[config.mk]
export PLATFORM = sky130hd
export DESIGN_NAME = prog_tick_counter
export DESIGN_NICKNAME = d
export VERILOG_FILES = /design/src/rtl/prog_tick_counter.sv
export SDC_FILE = /design/constraint.sdc
export NUM_CORES = 1
export LEC_CHECK = 0
export ABC_AREA = 1
export BUFFER_PORTS_ARGS = -buffer_cell sky130_fd_sc_hd__buf_4
export CORE_ASPECT_RATIO = 0.8
export CORE_MARGIN = 2
export CORE_UTILIZATION = 50
export CTS_BUF_LIST = sky130_fd_sc_hd__clkbuf_4
export CTS_CLUSTER_SIZE = 16
export DETAILED_ROUTE_END_ITERATION = 8
export MAX_ROUTING_LAYER = met4
export PLACE_DENSITY = 0.74
export SYNTH_ARGS = -nofsm -noshare
export SYNTH_HDL_FRONTEND = slang
export SYNTH_SLANG_ARGS = --single-unit
[constraint.sdc]
create_clock -name clk -period 1.45 [get_ports clk]
set_input_delay 0.0725 -clock clk [delete_from_list [all_inputs] [get_ports clk]]
set_output_delay 0.0725 -clock clk [all_outputs]
set_load 0.01 [all_outputs]
[src/rtl/prog_tick_counter.sv]
// Prescaled modulo-N up/down counter: an internal divider produces a one-cycle
// enable every DIV clocks, and the count advances (with wrap and tc pulse) on it.
module prog_tick_counter #(
    parameter int WIDTH  = 4,
    parameter int DIV    = 50_000_000,
    parameter int MODULO = 16
) (
    input  logic             clk,
    input  logic             reset,
    input  logic             en,
    input  logic             dir,
    input  logic             load,
    input  logic [WIDTH-1:0] load_val,
    output logic [WIDTH-1:0] cnt_out,
    output logic             tick,
    output logic             tc
);

    generate
        if (WIDTH < 1) begin : g_bad_width
            $error("prog_tick_counter: WIDTH must be >= 1");
        end
        if (DIV < 1) begin : g_bad_div
            $error("prog_tick_counter: DIV must be >= 1");
        end
        if (MODULO < 2 || longint'(MODULO) > (longint'(1) << WIDTH)) begin : g_bad_modulo
            $error("prog_tick_counter: MODULO must satisfy 2 <= MODULO <= 2**WIDTH");
        end
    endgenerate

    localparam int              DIV_W    = (DIV > 1) ? $clog2(DIV) : 1;
    localparam logic [DIV_W-1:0] DIV_LAST = DIV_W'(DIV - 1);
    localparam logic [WIDTH-1:0] CNT_LAST = WIDTH'(MODULO - 1);
    localparam logic [WIDTH:0]   MOD_EXT  = (WIDTH + 1)'(MODULO);

    logic [DIV_W-1:0] div_cnt_q, div_cnt_d;
    logic [WIDTH-1:0] cnt_q, cnt_d;
    logic             tc_q, tc_d;
    logic             div_at_last;

    assign div_at_last = (div_cnt_q == DIV_LAST);
    assign tick        = en && div_at_last;

    always_comb begin
        div_cnt_d = div_cnt_q;
        cnt_d     = cnt_q;
        tc_d      = 1'b0;

        if (load) begin
            // Out-of-range load values clamp to the top of the count range.
            cnt_d     = ({1'b0, load_val} < MOD_EXT) ? load_val : CNT_LAST;
            div_cnt_d = '0;
        end else if (en) begin
            div_cnt_d = div_at_last ? '0 : div_cnt_q + 1'b1;
            if (div_at_last) begin
                if (!dir) begin
                    if (cnt_q == CNT_LAST) begin
                        cnt_d = '0;
                        tc_d  = 1'b1;
                    end else begin
                        cnt_d = cnt_q + 1'b1;
                    end
                end else begin
                    if (cnt_q == '0) begin
                        cnt_d = CNT_LAST;
                        tc_d  = 1'b1;
                    end else begin
                        cnt_d = cnt_q - 1'b1;
                    end
                end
            end
        end
    end

    always_ff @(posedge clk) begin
        if (reset) begin
            div_cnt_q <= '0;
            cnt_q     <= '0;
            tc_q      <= 1'b0;
        end else begin
            div_cnt_q <= div_cnt_d;
            cnt_q     <= cnt_d;
            tc_q      <= tc_d;
        end
    end

    assign cnt_out = cnt_q;
    assign tc      = tc_q;

endmodule

Word-level counts from Yosys, hierarchy flattened

Cells that the tools add are included.

Add/subtract/negate cells: 3
Eq/ne operators: 2
Muxes and demuxes: 10
Bitwise logic cells: 2
Reductions and logical operators: 7

Operators with widths:

| cell                                              | number |
|---|---|
| adder 26 x 1 -> 26 bit (second input constant)    | 1 |
| equality test 26 bit (second input constant)      | 1 |
| 2-to-1 mux 26 bit                                 | 1 |
| 2-to-1 mux 4 bit                                  | 6 |
| adder 4 x 1 -> 4 bit (second input constant)      | 1 |
| equality test 4 bit (second input constant)       | 1 |
| logical NOT 4 bit                                 | 1 |
| nonzero test 2 bit                                | 2 |
| OR reduction 4 bit                                | 1 |
| subtractor 4 x 1 -> 4 bit (second input constant) | 1 |
| 2-to-1 mux 1 bit                                  | 3 |
| inverter 1 bit                                    | 2 |
| AND reduction 2 bit                               | 1 |
| OR reduction 2 bit                                | 1 |
| logical AND 1 bit                                 | 1 |

Flip-flop bits (word level): 31
Input port bits: 9
Logic and storage cells: 27

Logic depth before layout (Yosys ltp)

Gate-level depths: netlist (run 1).

Depth in word-level cells: 6
Mapped depth: 10

Worst setup path before layout (run 1)

OpenSTA, ideal clock, no wires.

Kind: reg-to-reg
From: reg div_cnt_q[0]
To: reg div_cnt_q[14]
Library setup time: 0.116 ns
Arrival time: 1.255 ns
Slack: 0.079 ns
Stages on the path, launching flop included: 10
Path buffers: 1
Path through: dfxtp_1 -> ha_1 -> inv_1 -> nor2_2 -> nand2_2 -> nor2_4 -> nand3_4 -> nand2_4 -> buf_6 -> nor2_1

Cells in the longest elaborated chain, start to end: 2
Elaborated cells between the ends (all ways): 3
Those cells by class: 1 x add/sub; 1 x eq/ne; 1 x mux

RTL lines:

| what                                                           | line   | RTL |
|---|---|---|
| start, declared                                                | 36     | `logic [DIV_W-1:0] div_cnt_q, div_cnt_d;` |
| start signal, assigned                                         | 81     | `div_cnt_q <= div_cnt_d;` |
| adder 26 x 1 -> 26 bit or equality test 26 bit (tied branches) | 54, 41 |  |
| 2-to-1 mux 26 bit (*)                                          | 54     | `div_cnt_d = div_at_last ? '0 : div_cnt_q + 1'b1;` |

Mark *: on every way between the ends. The rest lies on a longest branch, timed or not.
A chain may end at the register's enable or synchronous reset.

Final worst setup path (run 1)

From: reg div_cnt_q[12]
To: out tick

Cells in the longest elaborated chain, start to end: 2

RTL lines:

| what                 | line | RTL |
|---|---|---|
| equality test 26 bit | 41   | `assign div_at_last = (div_cnt_q == DIV_LAST);` |
| logical AND 1 bit    | 42   | `assign tick = en && div_at_last;` |
| end, declared        | 15   | `output logic tick,` |

No other way between the ends.

==> metrics.yaml, run 1 <==
status: "complete, but fails checks"
violations: "negative setup slack"
required_ns: 1.38
crit_fanout: 3
clock_latency_ns: 0.35
grt_util_all_layers: 0.247
drt_iter0_markers: 150
cpPeakStageDelay_ns: 0.42
die-height_um: 59.1
cp_cell_sequence: "nand2_1, nor2_2, buf_4, nand2_1, nor2_1, buf_4"
met3_usage: 0.0782
fp.coreArea_mm2: 0.00354
fin_total_pwr_uw: 1740
die_x_um: 72.9
slowest_stage: "dfxtp_1"
numPlacedInstances: 365
yosys-top-cells-area: "dfxtp_1 33%, nand2_1 15%, nor2_1 11%"
worstSetupStartpointType: "flip-flop"
ff_latch_area_um2: 646
cts_sinks: 31
cts_tree: "yes"
pin_count: 15
hold_viol: 0
htreeDepth: 2
critPathKind: "reg -> out"
ant_nets: 0
critPathArrivalTime_ns: 1.43
antenna_found_initial: 0
synth-seq-cells: 31
layout.nets: 351
synthDominantCellAreaShare: 0.327
grt_pass1_vias: 1809
postSynthCellCount: 301
end_kind: "primary output"
rsz0062_at_grt: "true"
gr-usage-met1: 0.318
met2_usage: 0.368
layout_worst_path_cycle_share: 1.04
synth_nets: 314
p_leak_uw: 0.00101
cts_root_buf: "clkbuf_4"
grt_pass1_wl_um: 7840
wirelength_um: 4690
top_usage_layer: "met2"
place_ws_ns: 0.0170
drc: 0
slew_headroom: 0.712
rows: 19
synth_area_mm2: 0.00190
cts_buffer_depth: 2
ir_drop_mv: 0.467
viasPerCell: 5.16
setup_viol: 3
syn2layout_area_growth_pct: 29.0
avgSynthCellArea_um2: 6.30
multi_input_area_mm2: 0.00122
n_fill_cell: 305
dieArea_mm2: 0.00431
final_cell_mix: "70 x nand2_1, 45 x nor2_1, 36 x inv_1"
wl_per_cell_um: 12.3
tightest_slew_ns: 0.430
grt-ovfl-total: 0
tns_ns: -0.0941
antenna_cells: 0
synth_top_cell_by_area: "dfxtp_1"
clock.fmax_mhz: 665
port_buffers: 14
layout_commonest_cell: "nand2_1"
initial_core_util: 0.535
report.final.slew_viol_count: 0
finalNonFillerCells: 381
synth.distinct_cells: 28
ys_seq_area_frac: 0.327
drt_first_pass_iters: 4
hp-class: "in -> reg"
yosysWarnings: 0
grt_start_max_net_pins: 11
gp_congestion: 0.939
cts_made_buffers: 5
vias: 1966
drive_gt1_frac: 0.313
hold_slack_ns: 0.0558
dpl.hpwl_um: 3490
path_clk_slew_ns: 0.10
skew_ns: 0.0159
drv_cap: 0
power.density_mw_per_mm2: 710
final.min_clock_period_ns: 1.50
layout_setup_ws_ns: -0.0547
## cell families after synthesis
| kind of cell | count (synthesis) | share of synthesized area |
|---|---|---|
| compound gates | 18 | 0.0534 |
| fa+ha+maj | 4 | 0.0264 |
| xor+xnor | 8 | 0.0369 |
| simple gates | 193 | 0.457 |
| flops | 31 | 0.327 |
| buf+inv | 47 | 0.0989 |
## through the flow
stage,cell area (um^2),util
3_5_place_dp,2140,0.605
4_1_cts,2290,0.647
6_report,2450,0.691
3_3_place_gp,2140,0.605
2_1_floorplan,1900,-
5_1_grt,2450,0.691
## Yosys cell counts
master,count
nand2_1,75
nor2_1,55
inv_1,40
dfxtp_1,31
nand3_1,29
a21oi_1,8
nand4_1,8
nor2_2,7
nor3_1,7
nand2_2,5
o21ai_0,5
xor2_1,5
ha_1,4
inv_2,3
xnor2_1,3
clkbuf_1,2
nor2_4,2
or2_2,2
a211oi_1,1
a31oi_1,1
buf_4,1
buf_6,1
nand2_4,1
nand3_2,1
nand3_4,1
o21ai_1,1
o21bai_2,1
o22ai_1,1
## flip-flops by register name, summed over array words and instances, names as in the netlist
| name | flops |
|---|---|
| tc | 1 |
| cnt_out | 4 |
| div_cnt_q | 26 |
## area by class of cell
cell class	instances	area share
Multi-Input combinational cell	223	0.499
Clock inverter	3	0.0159
Timing Repair Buffer	34	0.116
Clock buffer	5	0.0153
Inverter	43	0.0691
Tap cell	42	0.0215
Sequential cell	31	0.264
## path summary, 6_finish.rpt
path                      start  slack (ns)  cells after the start       endpoint
setup / recovery  div_cnt_q[12]       -0.05                      6           tick
hold / removal      load_val[2]        0.06                      5     cnt_out[2]
setup reg to reg   div_cnt_q[0]       -0.04                      9  div_cnt_q[16]
hold reg to reg   div_cnt_q[24]        0.47                      2  div_cnt_q[24]
## worst max-delay path: cells and delay by family (launching register included)
kind,cells,cell delay [ns]
buf+inv,2,0.28
simple gates,4,0.39
flops,1,0.42
## repair_timing
action	4_1_cts	5_1_grt
gates resized for setup	17	40
endpoints found under the setup margin	2	29
buffers inserted	4	3
hold endpoints to repair	1	0
hold buffers	1	0
pin swaps	8	13
cloned	0	0
## metal layers
layer  vias up  share of wire
li1       1019              -
met1       880           0.49
met2        55           0.42
met3        12          0.072
met4         0          0.016
met5         -              0
## power by group
part,internal [uW],total (uW),switching [uW]
combinational,84.1,186,102
clock,354,679,324
sequential,856,872,15.1
No activity file was read; power rests on OpenSTA's default activity.
==> run 2: changes to the inputs <==
CORE_UTILIZATION = 55   (was 50)
PLACE_DENSITY = 0.8   (was 0.74)
==> run 2 against run 1 <==
Effect of this change: the flow still finishes with violations (negative setup slack); first-iteration DRC count down 2.7%; critical path depth up 2; critical endpoint unchanged; non-clock buffer count down 1.
==> metrics.yaml, run 2 (synthesized netlist as in run 1, its figures left out) <==
ir_drop_mv: 0.491
critPathArrivalTime_ns: 1.45
numPlacedInstances: 365
layout_setup_ws_ns: -0.0697
path_clk_slew_ns: 0.10
hold_slack_ns: 0.0695
slew_headroom: 0.714
clockPowerShare: 0.334
cts_sinks: 31
ff_latch_area_um2: 647
initial_core_util: 0.562
grt-ovfl-total: 0
drt_first_pass_iters: 4
p_leak_uw: 0.00100
layout.nets: 350
switching_share: 0.271
p_int_uw: 1170
slowest_stage: "dfxtp_4"
power.density_mw_per_mm2: 671
reg2reg_slack_ns: -0.01
report.final.slew_viol_count: 0
gp_congestion: 0.876
ant_nets: 0
violations: "negative setup slack"
cts_root_buf: "clkbuf_4"
multi_input_area_mm2: 0.00119
clock.fmax_mhz: 658
setup_viol: 6
die-height_um: 56.5
skew_ns: 0.00266
largest_reg_flops: 26
dpl.hpwl_um: 3400
cts_buffer_depth: 2
syn2layout_area_growth_pct: 26.5
tns_ns: -0.0978
layout_commonest_cell: "nand2_1"
cpPeakStageDelay_ns: 0.38
final_cell_mix: "71 x nand2_1, 51 x nor2_1, 37 x inv_1"
switchingPower_uw: 435
path_buf_inv: 2
rows: 19
path_delay_family: "simple AND/OR/NAND/NOR gates"
finalNonFillerCells: 380
antenna_cells: 0
required_ns: 1.38
critPathKind: "reg -> out"
grt_start_max_net_pins: 15
cts_made_buffers: 5
final.min_clock_period_ns: 1.52
cts_tree: "yes"
comb_power_share: 0.121
drc: 0
clock_latency_ns: 0.35
drive_gt1_frac: 0.281
drt_iter0_markers: 146
seq_power_share: 0.545
grt_util_all_layers: 0.263
hold_viol: 0
hp-class: "in -> reg"
die_x_um: 69.7
cpMostUsedCell: "nor2_2"
dieArea_mm2: 0.00394
grt_pass1_wl_um: 7900
layout_worst_path_cycle_share: 1.05
htreeDepth: 2
port_buffers: 14
rsz0062_at_grt: "true"
grt_pass1_vias: 1777
viasPerCell: 5.22
fp.coreArea_mm2: 0.00338
pin_count: 15
wl_per_cell_um: 13.1
wirelength_um: 4960
antenna_found_initial: 0
n_fill_cell: 268
end_kind: "primary output"
crit_fanout: 2
drv_cap: 0
status: "complete, but fails checks"
cp_cell_sequence: "ha_4, inv_2, nor2_2, nand2_2, nor2_4, nand2_1, nor2_2, buf_4"
tightest_slew_ns: 0.428
worstSetupStartpointType: "flip-flop"
vias: 1982
largest-register: "div_cnt_q"
-- run 2: cell count changes in the layout (fill, tap and decap cells not counted), sizes merged --
cell,delta
clkbuf,+3
buf,-2
bufinv,-1
clkinv,-1
-- run 2: repair_timing --
action,4_1_cts,5_1_grt
gates cloned,0,1
hold buffers,1,0
resized for setup,14,33
endpoints found under the setup margin,23,29
pin swaps,7,10
endpoints found under the hold margin,1,0
buffers inserted,4,1
-- run 2: per-layer routing --
layer	GRT usage	wire length, um	vias up
met1	0.364	2210	864
met3	0.0485	456	6
li1	-	-	1021
met4	0.0989	55	0
met2	0.386	2250	91
met5	-	0	-
-- run 2: worst reg2reg max path, stage by stage (launching register included) --
cell,delay (ns)
dfxtp_2,0.37
buf_4,0.14
ha_2,0.18
inv_1,0.04
nor2_1,0.11
nand2_1,0.10
nor2_4,0.17
nand2_2,0.07
xor2_1,0.13
nor2_1,0.05
-- run 2: layout make-up --
cell class / count / share of cell area
Clock buffer: 7 / 0.0219
Inverter: 43 / 0.0694
Timing Repair Buffer: 33 / 0.118
Multi-Input combinational cell: 223 / 0.497
Tap cell: 42 / 0.0219
Clock inverter: 1 / 0.00209
Sequential cell: 31 / 0.270
-- run 2: power by group through the flow --
stage / combinational [uW] / sequential [uW] / clock, uW
finish: 194 / 878 / 538
global route: 214 / 881 / 585
CTS: 167 / 878 / 558
detailed placement: 158 / 897 / 0
global placement: 157 / 897 / 0
floorplan: 95.2 / 896 / 0
-- run 2: path summary, 6_finish.rpt --
path,cells past startpoint,startpoint,to
max,8,div_cnt_q[0],tick
min,5,load_val[2],cnt_out[2]
max reg2reg,9,div_cnt_q[1],div_cnt_q[16]
min reg2reg,2,div_cnt_q[24],div_cnt_q[24]
-- run 2: stage by stage --
stage          setup WS [ns]  instance area [um^2]   util  total power (uW)
5_1_grt               -0.170                  2400  0.711              1680
4_1_cts              -0.0804                  2260  0.669              1600
2_1_floorplan         0.0789                  1900      -               991
3_3_place_gp         -0.0122                  2130  0.631              1050
6_report             -0.0697                  2400  0.711              1610
3_5_place_dp         -0.0270                  2130  0.631              1060
